## config.mk

```make
export PLATFORM = sky130hd
export DESIGN_NAME = lock_sequencer
export DESIGN_NICKNAME = d
export VERILOG_FILES = /design/src/rtl/lock_sequencer.sv
export SDC_FILE = /design/constraint.sdc
export NUM_CORES = 1
export LEC_CHECK = 0
export BUFFER_PORTS_ARGS = -buffer_cell sky130_fd_sc_hd__buf_2
export CORE_ASPECT_RATIO = 0.7
export CORE_UTILIZATION = 39
export DETAILED_ROUTE_END_ITERATION = 8
export PLACE_DENSITY = 0.66
export SYNTH_ARGS = -nofsm -noshare
export SYNTH_HDL_FRONTEND = slang
export SYNTH_SLANG_ARGS = --single-unit
```

## constraint.sdc

```tcl
create_clock -name clk -period 5.3 [get_ports clk]
set_input_delay 0.265 -clock clk [delete_from_list [all_inputs] [get_ports clk]]
set_output_delay 0.265 -clock clk [all_outputs]
set_load 0.005 [all_outputs]
```

## src/rtl/lock_sequencer.sv

```systemverilog
// -----------------------------------------------------------------------------
// lock_sequencer
//   Sequencer for a digit-code lock. Turns button presses into one-cycle
//   strobes for an external code register / comparator pair, tracks how many
//   digits have been accepted, counts failed attempts and enforces a timed
//   lockout once the attempts run out.
//
// Ports
//   clk                 system clock, rising edge
//   system_reset        synchronous, active-high reset
//   store_btn           level; each rising edge stores one program digit
//   input_btn           level; each rising edge enters one attempt digit
//   submit_btn          level; each rising edge submits the attempt / closes
//   correct_password    comparator result (level)
//   incorrect_password  comparator result (level)
//   store_value         pulse: latch digit into the system register
//   input_value         pulse: latch digit into the input register
//   compare             pulse: start a compare
//   input_reset         pulse: clear the input register
//   unlock              level: high while OPEN
//   sleep               level: high while LOCKOUT
//   digit_count         digits accepted in the current sequence
//   tries_left          attempts remaining before lockout
//
// State table
//   state        | meaning
//   IDLE         | waiting; store starts programming, input starts an attempt
//   PROGRAM      | collecting program digits
//   ENTRY        | collecting attempt digits
//   CHECK        | issue compare strobe
//   WAIT_RESULT  | waiting for the comparator, bounded by RESULT_TIMEOUT
//   OPEN         | unlocked; submit closes, store reprograms
//   LOCKOUT      | all buttons ignored for LOCK_CYCLES cycles
// -----------------------------------------------------------------------------
module lock_sequencer #(
    parameter int PASS_LEN       = 4,
    parameter int MAX_TRIES      = 3,
    parameter int LOCK_CYCLES    = 50000000,
    parameter int RESULT_TIMEOUT = 15
) (
    input  logic       clk,
    input  logic       system_reset,
    input  logic       store_btn,
    input  logic       input_btn,
    input  logic       submit_btn,
    input  logic       correct_password,
    input  logic       incorrect_password,
    output logic       store_value,
    output logic       input_value,
    output logic       compare,
    output logic       input_reset,
    output logic       unlock,
    output logic       sleep,
    output logic [2:0] digit_count,
    output logic [1:0] tries_left
);

    localparam logic [2:0] S_IDLE        = 3'd0;
    localparam logic [2:0] S_PROGRAM     = 3'd1;
    localparam logic [2:0] S_ENTRY       = 3'd2;
    localparam logic [2:0] S_CHECK       = 3'd3;
    localparam logic [2:0] S_WAIT_RESULT = 3'd4;
    localparam logic [2:0] S_OPEN        = 3'd5;
    localparam logic [2:0] S_LOCKOUT     = 3'd6;

    // One down-counter serves both the result wait and the lockout, so it is
    // sized for whichever load value is larger.
    localparam int TMAX = (LOCK_CYCLES > RESULT_TIMEOUT) ? LOCK_CYCLES : RESULT_TIMEOUT;
    localparam int TW   = (TMAX > 1) ? $clog2(TMAX) : 1;

    localparam logic [TW-1:0] LOCK_LOAD = TW'(LOCK_CYCLES - 1);
    localparam logic [TW-1:0] WAIT_LOAD = TW'((RESULT_TIMEOUT > 0) ? RESULT_TIMEOUT - 1 : 0);
    localparam logic [2:0]    LEN       = 3'(PASS_LEN);
    localparam logic [1:0]    TRIES     = 2'(MAX_TRIES);

    logic [2:0]    state;
    logic          programmed;
    logic [TW-1:0] timer;
    logic          store_prev;
    logic          input_prev;
    logic          submit_prev;

    logic          ev_store;
    logic          ev_input;
    logic          ev_submit;
    logic          sel_input;
    logic          sel_submit;
    logic [1:0]    tries_dec;

    assign ev_store   = store_btn  & ~store_prev;
    assign ev_input   = input_btn  & ~input_prev;
    assign ev_submit  = submit_btn & ~submit_prev;

    // A higher-priority event masks the lower ones even in states that
    // ignore the higher-priority event.
    assign sel_input  = ev_input  & ~ev_store;
    assign sel_submit = ev_submit & ~ev_store & ~ev_input;

    assign tries_dec  = (tries_left != 2'd0) ? tries_left - 2'd1 : 2'd0;

    assign unlock = (state == S_OPEN);
    assign sleep  = (state == S_LOCKOUT);

    always_ff @(posedge clk) begin
        if (system_reset) begin
            state       <= S_IDLE;
            programmed  <= 1'b0;
            digit_count <= 3'd0;
            tries_left  <= TRIES;
            timer       <= '0;
            store_value <= 1'b0;
            input_value <= 1'b0;
            compare     <= 1'b0;
            input_reset <= 1'b0;
            // Buttons held through reset must not look like fresh presses.
            store_prev  <= store_btn;
            input_prev  <= input_btn;
            submit_prev <= submit_btn;
        end else begin
            store_prev  <= store_btn;
            input_prev  <= input_btn;
            submit_prev <= submit_btn;
            store_value <= 1'b0;
            input_value <= 1'b0;
            compare     <= 1'b0;
            input_reset <= 1'b0;

            case (state)
                S_IDLE: begin
                    if (ev_store) begin
                        store_value <= 1'b1;
                        if (LEN == 3'd1) begin
                            programmed  <= 1'b1;
                            digit_count <= 3'd0;
                        end else begin
                            digit_count <= 3'd1;
                            state       <= S_PROGRAM;
                        end
                    end else if (sel_input && programmed) begin
                        input_value <= 1'b1;
                        digit_count <= 3'd1;
                        state       <= S_ENTRY;
                    end
                end

                S_PROGRAM: begin
                    // Completion is taken the cycle after the last digit so
                    // the full count is visible for one cycle.
                    if (digit_count >= LEN) begin
                        programmed  <= 1'b1;
                        digit_count <= 3'd0;
                        state       <= S_IDLE;
                    end else if (ev_store) begin
                        store_value <= 1'b1;
                        digit_count <= digit_count + 3'd1;
                    end
                end

                S_ENTRY: begin
                    if (sel_input) begin
                        if (digit_count < LEN) begin
                            input_value <= 1'b1;
                            digit_count <= digit_count + 3'd1;
                        end
                    end else if (sel_submit) begin
                        if (digit_count == LEN) begin
                            state <= S_CHECK;
                        end else begin
                            input_reset <= 1'b1;
                            tries_left  <= tries_dec;
                            digit_count <= 3'd0;
                            if (tries_dec == 2'd0) begin
                                timer <= LOCK_LOAD;
                                state <= S_LOCKOUT;
                            end else begin
                                state <= S_IDLE;
                            end
                        end
                    end
                end

                S_CHECK: begin
                    compare     <= 1'b1;
                    digit_count <= 3'd0;
                    timer       <= WAIT_LOAD;
                    state       <= S_WAIT_RESULT;
                end

                S_WAIT_RESULT: begin
                    if (correct_password && !incorrect_password) begin
                        tries_left <= TRIES;
                        state      <= S_OPEN;
                    end else if (incorrect_password || timer == '0) begin
                        input_reset <= 1'b1;
                        tries_left  <= tries_dec;
                        if (tries_dec == 2'd0) begin
                            timer <= LOCK_LOAD;
                            state <= S_LOCKOUT;
                        end else begin
                            state <= S_IDLE;
                        end
                    end else begin
                        timer <= timer - TW'(1);
                    end
                end

                S_OPEN: begin
                    if (ev_store) begin
                        store_value <= 1'b1;
                        if (LEN == 3'd1) begin
                            programmed  <= 1'b1;
                            digit_count <= 3'd0;
                            state       <= S_IDLE;
                        end else begin
                            digit_count <= 3'd1;
                            state       <= S_PROGRAM;
                        end
                    end else if (sel_submit) begin
                        input_reset <= 1'b1;
                        state       <= S_IDLE;
                    end
                end

                S_LOCKOUT: begin
                    if (timer == '0) begin
                        tries_left  <= TRIES;
                        input_reset <= 1'b1;
                        state       <= S_IDLE;
                    end else begin
                        timer <= timer - TW'(1);
                    end
                end

                default: begin
                    state <= S_IDLE;
                end
            endcase
        end
    end

endmodule

```

# ---- Word level (Yosys, flattened, before mapping)
# Cells that the tools add are included.
dict set report word_totals {
  regBits 42
  inputBits 7
  wordCells 124
  latch_bits 0
  out_inout_bits 11
  ram_bits 0
  romBits 0
  n_memories 0
}
dict set report op_classes {
  n_shift 0
  div 0
  n_reduce_logical 17
  mul 0
  n_addsub 3
  bitwise 11
  n_mux 57
  n_lt_le_gt_ge 2
  n_eq_ne 22
}
# operator n
set op_table {}
lappend op_table {{2-to-1 mux 26 bit} 7}
lappend op_table {{one-hot mux 26 bit (4 select lines)} 1}
lappend op_table {{2-to-1 mux 3 bit} 21}
lappend op_table {{zero test 26 bit} 1}
lappend op_table {{subtractor 26 x 1 -> 26 bit, second input constant} 1}
lappend op_table {{one-hot mux 3 bit (7 select lines)} 1}
lappend op_table {{inequality test 3 bit, second input constant} 6}
lappend op_table {{2-to-1 mux 1 bit} 15}
lappend op_table {{one-hot mux 3 bit (5 select lines)} 1}
lappend op_table {{2-to-1 mux 2 bit} 7}
lappend op_table {{AND reduction 7 bit} 2}
lappend op_table {{== test 3 bit, second input constant} 4}
lappend op_table {{inequality test 2 bit, second input constant} 6}
lappend op_table {{AND reduction 6 bit} 2}
lappend op_table {{AND 1 bit} 6}
lappend op_table {{== test 3 x 2 -> 1 bit, second input constant} 2}
lappend op_table {{one-hot mux 2 bit (3 select lines)} 1}
lappend op_table {{inverter 1 bit} 5}
lappend op_table {{nonzero test 5 bit} 1}
lappend op_table {{inequality test 2 x 1 -> 1 bit, second input constant} 2}
lappend op_table {{one-hot mux 1 bit (2 select lines)} 2}
lappend op_table {{one-hot mux 1 bit (4 select lines)} 1}
lappend op_table {{nonzero test 4 bit} 1}
lappend op_table {{adder 3 x 1 -> 3 bit, second input constant} 1}
lappend op_table {{14 further kinds} 15}

# ---- Depth between registers and ports, before layout
dict set report depth {
  ltp_word 8
  mapped_depth 10
  ltp_nobuf 8
}

# ---- Least setup slack after synthesis
# OpenSTA, ideal clock, no wires.
dict set report synth_path {
  path_kind {flip-flop to flip-flop}
  startpoint {register timer[0]}
  endpoint {register timer[0]}
  arrival_ns 2.390
  setup_ns 0.132
  path_stages_with_launch 11
  required_time_ns 5.168
  synth_period_minus_slack_ns 2.521
  n_path_buf 2
  path_slack_ns 2.779
  cell_sequence {dfxtp_1 -> inv_1 -> ha_1 -> or4b_1 -> or2_2 -> buf_2 -> o31ai_4 -> a21oi_1 -> buf_2 -> a22oi_1 -> o32ai_1}
}
dict set report synth_via {
  elab_chain_cells 5
  elab_cells_between_ends 13
  classes_between {add/sub: 1; eq/ne: 1; mux: 8; reduce/logical: 3}
}
# element line_no
set synth_lines {}
lappend synth_lines {{start, declared} 78} ;# logic [TW-1:0] timer;
lappend synth_lines {{start signal, assigned} 203} ;# timer <= timer - TW'(1);
lappend synth_lines {{start signal, assigned} 230} ;# timer <= timer - TW'(1);
lappend synth_lines {{branches (longest 5 deep; another with subtractor 26 x 1 -> 26 bit)} --}
# Several ways; the timed one is not identified. The select of a mux whose other input is x is not followed.
# A chain may end at the register's enable or synchronous reset.

# ---- Worst setup path in the final report
dict set report layout_path {
  startpoint {register timer[0]}
  endpoint {register timer[16]}
}
dict set report layout_via {
  elab_chain_cells 5
  elab_cells_between_ends 9
  classes_between {add/sub: 1; eq/ne: 1; mux: 4; reduce/logical: 3}
}
# element
set layout_lines {}
lappend layout_lines {{branches (longest 5 deep; another with subtractor 26 x 1 -> 26 bit)}}
# Several ways; the timed one is not identified. The select of a mux whose other input is x is not followed.

==> out/metrics.yaml <==
yosys:
  synth.net_count: 365
  yosys-top-cells-count: "dfxtp_1, nor2_1, o21ai_0, nand2_1, a21oi_1"
  synth-seq-cells: 42
  synthTopCellsByArea: "dfxtp_1, o21ai_0, nor2_1"
  synth_enable_flop_cells: 0
  ys.flop_type: "dfxtp_1"
  synth-async-reset-ratio_pct: 0
  syn_area_per_cell_um2: 7.757
  yosysMostFrequentCell: "dfxtp_1"
  ys_seq_area_share_pct: 30.53
  syn-cell-area_um2: 2754
  yosysWarnings: 0
  synth_top_area_cell: "dfxtp_1"
  yosys.area.top_type_share_pct: 30.53
  ys_types: 63
  synthCells: 355
route:
  drt_iter0_drc: 398
  ant_nets: 0
  viasPerCell: 6.376
  drc: 0
  dr.pass1.iters: 5
  finalWirelength_mm: 8.026
  vias: 2882
  routedWlPerCell_um: 17.76
critical_path:
  crit_chain: "inv_1 -> ha_1 -> or4b_1 -> nor2_2 -> a31oi_1 -> nor2_1 -> nor2_1 -> a311oi_1"
  critPathMostFrequentCell: "nor2_1"
  critPathArrivalTime_ns: 3.57
  cp.required_ns: 5.51
  crit_slowest_cell: "nor2_1"
  end_kind: "register"
  worstSetupStartpointType: "register"
  path_max_fanout: 16
  worstSetupPathType: "reg2reg"
  crit_path_max_incr_delay_ns: 0.98
cts:
  cts_tree: "done"
  cts_inserted_buffers: 5
  clock_latency_ns: 0.30
  cts_resized: 0
  cts_setup_buffers: 0
  cts_buffer_depth: 2
  holdBufCountCts: 0
  clk_pin_slew_ns: 0.08
  h-tree-depth: 2
  cts_root_buffer: "clkbuf_8"
  clock-sinks: 42
sta:
  period_share_pct: 63.52
  maxSlewViolCount: 0
  skew_ns: 0.01057
  setup_tns_ns: 0
  finalHoldViolations: 0
  worstMarginPinSlew_ns: 1.264
  setup_viol: 0
  layout_min_cycle_time_ns: 3.367
  slew-limit-headroom_pct: 15.44
  fmaxAchievable_ghz: 0.2970
  rsz0062_at_grt: "false"
final_layout:
  multi_input_area_um2: 1738
  syn_to_final_growth_pct: 7.587
  layout-drive-gt1-share_pct: 10.34
  nFillCells: 688
  antenna_cells: 0
  fin_nets: 367
  register_area_um2: 840.8
placement:
  place.gp.congestion: 0.9548
  port_buffers: 17
  dp_hpwl_mm: 5.640
global_route:
  antenna_found_initial: 0
  grt_max_degree: 33
  grt-ovfl-total: 0
  grt_first_pass_wirelength_mm: 12.85
  grt_pass1_vias: 2386
  track_usage_pct: 22.52
die:
  dieArea_um2: 7407
  initial_utilization_pct: 40.57
  boundaryPins: 18
  die_h_um: 72.31
  core_area_um2: 6788
  die_w_um: 102.4
  rows: 25
power:
  power.total_uw: 961.8
  vdd_ir_drop_max_v: 0.0001133
  p_per_area_nw_per_um2: 324.6
  power_leakage_uw: 0.001091
outcome:
  run_status: "finished, final reports clean"
hold_path:
  hp-class: "in2reg"
job:
  cap_viol_max_count: 0
## worst max-delay path, delay by kind of cell, from the launching register on
family          cells  cell delay (ns)
simple gates        4             2.17
compound gates      2             0.50
flops               1             0.33
fa+ha+maj           1             0.20
buf+inv             1             0.09
## layout by cell type (no fill, tap or decap), drive strengths merged, types with 5 or more instances in the layout
master	count
inv	16
o21ai	27
o22ai	9
o21a	7
nand3	16
nor4	5
nor2	30
dfxtp	42
or4	7
nand2	23
a22oi	5
nand2b	5
and2	6
o311ai	5
o221ai	5
buf	18
nor3	15
a31oi	13
a211oi	8
a21oi	21
clkbuf	7
## report_power, final
part	switching (µW)	internal (µW)	total (µW)	leakage [µW]
Clock	109	141	250	0.0000524
Sequential	24.9	333	358	0.000340
Combinational	241	112	353	0.000698
Total	376	586	962	0.00109
## registers in the layout, indices dropped and copies added, names as in the netlist
name,cells
submit_prev,1
compare,1
digit_count,3
timer,26
programmed,1
store_value,1
store_prev,1
state,3
tries_left,2
input_reset,1
input_prev,1
input_value,1
## final cells by class
type	count	area share, %
clock buffer	7	2.576
clock inverter	1	1.014
inverter	18	2.280
multi-input combinational	272	58.66
sequential	42	28.38
tap	94	3.970
timing repair buffer	18	3.125
## layer usage
layer	GRT usage, %	vias up	wire length, µm
li1	-	1368	-
met5	0	-	0
met4	4.921	0	99
met3	4.528	12	728
met1	37.44	1341	4112
met2	28.37	161	3087
## per-stage QoR
step / cell area [µm²] / std cells / util [%] / hold slack [ns] / setup slack [ns]
final: 2963 / 452 / 43.65 / 0.08659 / 1.933
after detailed placement: 2856 / 444 / 42.08 / 0.3804 / 2.080
after global routing: 2963 / 452 / 43.65 / 0.08816 / 1.714
after floorplan: 2754 / 355 / - / 0.2927 / 2.779
after CTS: 2963 / 452 / 43.65 / 0.08141 / 2.063
after global placement: 2856 / 444 / 42.08 / 0.3780 / 2.239
## kinds of logic after synthesis
| logic type | count (synthesis) | synth area share [%] |
|---|---|---|
| flops | 42 | 30.53 |
| mux | 3 | 1.090 |
| fa+ha+maj | 3 | 1.363 |
| compound gates | 136 | 35.12 |
| buf+inv | 41 | 6.361 |
| xor+xnor | 3 | 0.9543 |
| simple gates | 127 | 24.58 |
## path summary, 6_finish.rpt
path | startpoint | end | slack [ns] | cells after the start
setup / recovery | timer[0] | timer[16] | 1.93 | 8
setup reg to reg | timer[0] | timer[16] | 1.93 | 8
hold reg to reg | tries_left[0] | tries_left[0] | 0.50 | 2
hold / removal | submit_btn | submit_prev | 0.09 | 1
No activity file was read; power rests on OpenSTA's default activity.
